File: config.mk
export PLATFORM = sky130hd
export DESIGN_NAME = vga_timing_gen
export DESIGN_NICKNAME = d
export VERILOG_FILES = /design/src/rtl/vga_timing_gen.sv
export SDC_FILE = /design/constraint.sdc
export NUM_CORES = 1
export LEC_CHECK = 0
export CAP_MARGIN = 0
export CORE_ASPECT_RATIO = 1.4
export CORE_UTILIZATION = 51
export DETAILED_ROUTE_END_ITERATION = 12
export DONT_BUFFER_PORTS = 1
export HOLD_SLACK_MARGIN = 0.06
export PLACE_DENSITY = 0.68
export SYNTH_ARGS = -nofsm -noshare
export SYNTH_HDL_FRONTEND = slang
export SYNTH_SLANG_ARGS = --single-unit
export TNS_END_PERCENT = 50
File: constraint.sdc
create_clock -name vga_clk -period 2 [get_ports vga_clk]
set_input_delay 0.6 -clock vga_clk [delete_from_list [all_inputs] [get_ports vga_clk]]
set_output_delay 0.6 -clock vga_clk [all_outputs]
set_load 0.03 [all_outputs]
File: src/rtl/vga_timing_gen.sv
// VGA pixel-timing generator: free-running DrawX/DrawY counters with registered blank,
// line/frame pulses and hs/vs sync delayed SYNC_DELAY clocks to match the mapper pipeline.
module vga_timing_gen #(
  parameter int   H_ACTIVE   = 640,
  parameter int   H_FP       = 16,
  parameter int   H_SYNC     = 96,
  parameter int   H_BP       = 48,
  parameter int   V_ACTIVE   = 480,
  parameter int   V_FP       = 10,
  parameter int   V_SYNC     = 2,
  parameter int   V_BP       = 33,
  parameter logic SYNC_POL   = 1'b0,
  parameter int   SYNC_DELAY = 2
) (
  input  logic       vga_clk,
  input  logic       reset,
  output logic [9:0] DrawX,
  output logic [9:0] DrawY,
  output logic       blank,
  output logic       hs,
  output logic       vs,
  output logic       line_start,
  output logic       frame_start
);

  localparam int H_TOTAL = H_ACTIVE + H_FP + H_SYNC + H_BP;
  localparam int V_TOTAL = V_ACTIVE + V_FP + V_SYNC + V_BP;

  if (H_TOTAL > 1024 || V_TOTAL > 1024) begin : g_bad_total
    $error("vga_timing_gen: H_TOTAL/V_TOTAL must fit in 10 bits");
  end
  if (SYNC_DELAY < 0 || SYNC_DELAY > 4) begin : g_bad_delay
    $error("vga_timing_gen: SYNC_DELAY must be 0..4");
  end

  localparam logic [9:0]  H_LAST     = 10'(H_TOTAL - 1);
  localparam logic [9:0]  V_LAST     = 10'(V_TOTAL - 1);
  // 11-bit bounds so a window ending exactly at the total still compares correctly
  localparam logic [10:0] H_VIS      = 11'(H_ACTIVE);
  localparam logic [10:0] H_SYNC_BEG = 11'(H_ACTIVE + H_FP);
  localparam logic [10:0] H_SYNC_END = 11'(H_ACTIVE + H_FP + H_SYNC);
  localparam logic [10:0] V_VIS      = 11'(V_ACTIVE);
  localparam logic [10:0] V_SYNC_BEG = 11'(V_ACTIVE + V_FP);
  localparam logic [10:0] V_SYNC_END = 11'(V_ACTIVE + V_FP + V_SYNC);

  logic [9:0] x_q, x_d;
  logic [9:0] y_q, y_d;
  logic       blank_q, blank_d;
  logic       line_start_q, line_start_d;
  logic       frame_start_q, frame_start_d;
  logic       hs_raw_q, hs_raw_d;
  logic       vs_raw_q, vs_raw_d;
  logic       h_vis, v_vis, h_sync_win, v_sync_win;

  always_comb begin
    x_d = x_q + 10'd1;
    y_d = y_q;
    if (x_q == H_LAST) begin
      x_d = '0;
      y_d = (y_q == V_LAST) ? '0 : y_q + 10'd1;
    end
  end

  // Every registered output is a function of the counter value being loaded,
  // so it lines up with DrawX/DrawY on the same edge.
  always_comb begin
    h_vis         = {1'b0, x_d} < H_VIS;
    v_vis         = {1'b0, y_d} < V_VIS;
    h_sync_win    = ({1'b0, x_d} >= H_SYNC_BEG) && ({1'b0, x_d} < H_SYNC_END);
    v_sync_win    = ({1'b0, y_d} >= V_SYNC_BEG) && ({1'b0, y_d} < V_SYNC_END);
    blank_d       = h_vis && v_vis;
    hs_raw_d      = h_sync_win ? SYNC_POL : ~SYNC_POL;
    vs_raw_d      = v_sync_win ? SYNC_POL : ~SYNC_POL;
    line_start_d  = (x_d == '0);
    frame_start_d = (x_d == '0) && (y_d == '0);
  end

  always_ff @(posedge vga_clk) begin
    if (reset) begin
      x_q           <= '0;
      y_q           <= '0;
      blank_q       <= 1'b1;
      line_start_q  <= 1'b1;
      frame_start_q <= 1'b1;
      hs_raw_q      <= ~SYNC_POL;
      vs_raw_q      <= ~SYNC_POL;
    end else begin
      x_q           <= x_d;
      y_q           <= y_d;
      blank_q       <= blank_d;
      line_start_q  <= line_start_d;
      frame_start_q <= frame_start_d;
      hs_raw_q      <= hs_raw_d;
      vs_raw_q      <= vs_raw_d;
    end
  end

  if (SYNC_DELAY == 0) begin : g_no_delay
    assign hs = hs_raw_q;
    assign vs = vs_raw_q;
  end else begin : g_delay
    logic [SYNC_DELAY-1:0] hs_sr_q, hs_sr_d;
    logic [SYNC_DELAY-1:0] vs_sr_q, vs_sr_d;

    always_comb begin
      hs_sr_d[0] = hs_raw_q;
      vs_sr_d[0] = vs_raw_q;
      for (int i = 1; i < SYNC_DELAY; i++) begin
        hs_sr_d[i] = hs_sr_q[i-1];
        vs_sr_d[i] = vs_sr_q[i-1];
      end
    end

    // Clearing every stage keeps a pulse caught mid-pipeline from leaking out after reset.
    always_ff @(posedge vga_clk) begin
      if (reset) begin
        hs_sr_q <= {SYNC_DELAY{~SYNC_POL}};
        vs_sr_q <= {SYNC_DELAY{~SYNC_POL}};
      end else begin
        hs_sr_q <= hs_sr_d;
        vs_sr_q <= vs_sr_d;
      end
    end

    assign hs = hs_sr_q[SYNC_DELAY-1];
    assign vs = vs_sr_q[SYNC_DELAY-1];
  end

  assign DrawX       = x_q;
  assign DrawY       = y_q;
  assign blank       = blank_q;
  assign line_start  = line_start_q;
  assign frame_start = frame_start_q;

endmodule

==> summary.txt <==
Non-Filler Instances - 257
global-route wire length before repair - 6640 microns
GP Congestion - 0.962
worst min path class - input pin to flop
total gr overflow - 0
power after layout - 1.12 mW
Fill cells - 239
synth warn - 0
share of flip-flops with an asynchronous set or reset - 0
CTS Buffer Depth - 2
max-slew violations - 0
Worst Path Required - 2.23 ns
Synth Register Bits - 29
DRT iter0 DRCs - 30
RSZ-0062 raised after global routing - yes
Avg Synthesized Cell Area - 8.18 sq um
FMAX - 0.501 GHz
most crowded layer after global routing - met2
grt met3 use - 0.0766
ant diodes - 0
Min Hold Slack - 0.368 ns
WL/cell - 15.5 microns
nature of the critical path startpoint - flop
Post-synth top cells - 29 x dfxtp_1, 21 x nor2_1, 12 x clkbuf_1, 12 x nand2_1, 12 x nor3_1
final hold viol count - 0
top_reg_cell synth - dfxtp_1
Vias/cell - 5.82
CTS Hold Bufs - 0
Die Height - 67.7 microns
Cell variety after synth - 48
clock sink count - 29
CTS tree - built
Initial Util - 0.540
initial antenna violation count - 0
die footprint - 0.00331 sq mm
vias - 1496
Std-Cell Rows - 23
DRC violation count after routing - 0
WL final - 3990 microns
Crit path top cell by count - or3_4
Detailed Place HPWL - 2910 microns
P_leak - 0.714 nW
Nets - 224
# IOs - 27
grt met2 use - 0.505
CTS Buf Count - 5
status - finished, final reports clean
crit path DAT - 2.23 ns
clock transition at the registers of the reported paths - 0.06 ns
mapped cell area - 0.00157 sq mm
1st-pass router iterations - 4
gr usage total - 0.272
Max IR drop VDD - 0.574 mV
Cells after DPL - 247
critical path type - flop to flop
Layout Area Growth over Synthesis - 24.5%
Clock Tree Root - clkbuf_8
Core ar. - 0.00291 sq mm
number of synthesized flops with an enable pin - 0
vias in the first global route - 1456
max_cap viols - 0
minimum clock period - 1.99 ns
M1 GR Usage - 0.259
largest net degree at the start of global routing - 27
largest area contributor in the netlist - dfxtp_1
PwrDens - 571 mW/mm^2
Slew headroom - 0.719
count leader, synth - dfxtp_1
Clock Skews - 0.00399 ns
H-tree lvl count - 2
Area contributors post-synth - dfxtp_1 37%, xnor2_1 5.6%, nor2_1 5.0%, nor3_1 3.8%, a21oi_1 3.2%
worst-path cell chain - or3_4 > or3_4 > o31ai_4 > o21ai_2 > nor4b_2 > a31o_1
Die Span X - 48.9 microns
Crit Path Max Fanout - 6
Post-Synthesis Cells - 192
syn_nets - 197
worst skew pair latency - 0.29 ns
slowest stage delay, CP - 0.40 ns
Slew @ Worst Pin - 0.417 ns
PortBufs - 0
CP max stage cell - or3_4
sequential area share after synthesis - 0.370
Crit. End Element - flop
Yosys top cell area share - 0.370
layout cell share with drive strength beyond 1 - 0.295
final period utilization - 0.997
antenna viol nets, final - 0
# setup viols final - 0
kinds of logic (layout without fill, tap and decap cells):
logic type,count (synthesis),in the layout,synth area share
AOI/OAI and AO/OA,38,38,0.163
xor gates and xnor gates,13,13,0.0725
adders and majority gates,3,3,0.0239
buffers and inverters,21,49,0.0566
DFF,29,29,0.370
muxes,1,1,0.00637
and+or+nand+nor,87,87,0.308
metrics by stage:
stage                     worst slack, ns   util  area [sq um]  setup TNS, ns
after floorplan                   -0.0781      -          1600         -0.172
after global placement            0.00902  0.628          1820              0
after detailed placement          -0.0781  0.628          1820         -0.146
after CTS                         0.00320  0.659          1920              0
after global routing              -0.0720  0.672          1950         -0.167
final                             0.00510  0.672          1950              0
state kept, by name, summed over array words and instances, names as in the netlist:
register	cells
g_delay.hs_sr_q	2
vs_raw_q	1
blank	1
hs_raw_q	1
DrawX	10
g_delay.vs_sr_q	2
frame_start	1
line_start	1
DrawY	10
placed cells by master (no fill, tap or decap), types with 4 or more instances in the layout:
master and n:
dfxtp_2 5, inv_1 6, nor3_1 11, a31oi_1 4
clkbuf_8 5, o31ai_1 5, nand3b_1 4, or2_2 4
o21ai_0 5, dfxtp_1 22, nor2_1 21, xnor2_1 10
nand3_1 9, buf_4 34, nand4_1 4, a21oi_1 9
nand2_1 12
timing repair:
item | 4_1_cts | 5_1_grt
setup buffers | 0 | 2
gates resized for setup | 1 | 7
setup endpoints to repair | 3 | 4
pin swaps | 0 | 5
worst max-delay path, delay by kind of cell (launching register included):
family | cells | cell delay [ns]
flip-flops | 1 | 0.32
AND/OR/NAND/NOR | 3 | 1.04
AO/OA/AOI/OAI | 3 | 0.58
metal layers:
layer | share of wire | up-vias
met5 | 0 | -
met4 | 0.034 | 0
met3 | 0.033 | 13
met2 | 0.54 | 35
met1 | 0.39 | 713
li1 | - | 735
worst paths after layout:
path,start,to,slack [ns],depth (start not counted)
worst min register to register,hs_raw_q,g_delay.hs_sr_q[0],0.41,1
worst max register to register,DrawX[5],frame_start,0.005,6
worst min-delay path,reset,DrawX[1],0.37,1
worst max-delay path,DrawX[5],frame_start,0.005,6
report_power, final:
part	leakage [nW]	internal [mW]	switching, mW	total [mW]
registers	0.239	0.585	0.0100	0.595
logic	0.431	0.0174	0.0235	0.0409
clock network	0.0439	0.239	0.240	0.479
cell type report:
type	count	area, sq um	share of cell area
repair buffers	35	267	0.136
well taps	37	46.3	0.0237
clock buffers	5	68.8	0.0352
inverters	6	22.5	0.0115
flip-flops and latches	29	594	0.304
clock inverters	3	17.5	0.00896
multi-input cells	142	938	0.480
Power figures use the tool's default switching activity.
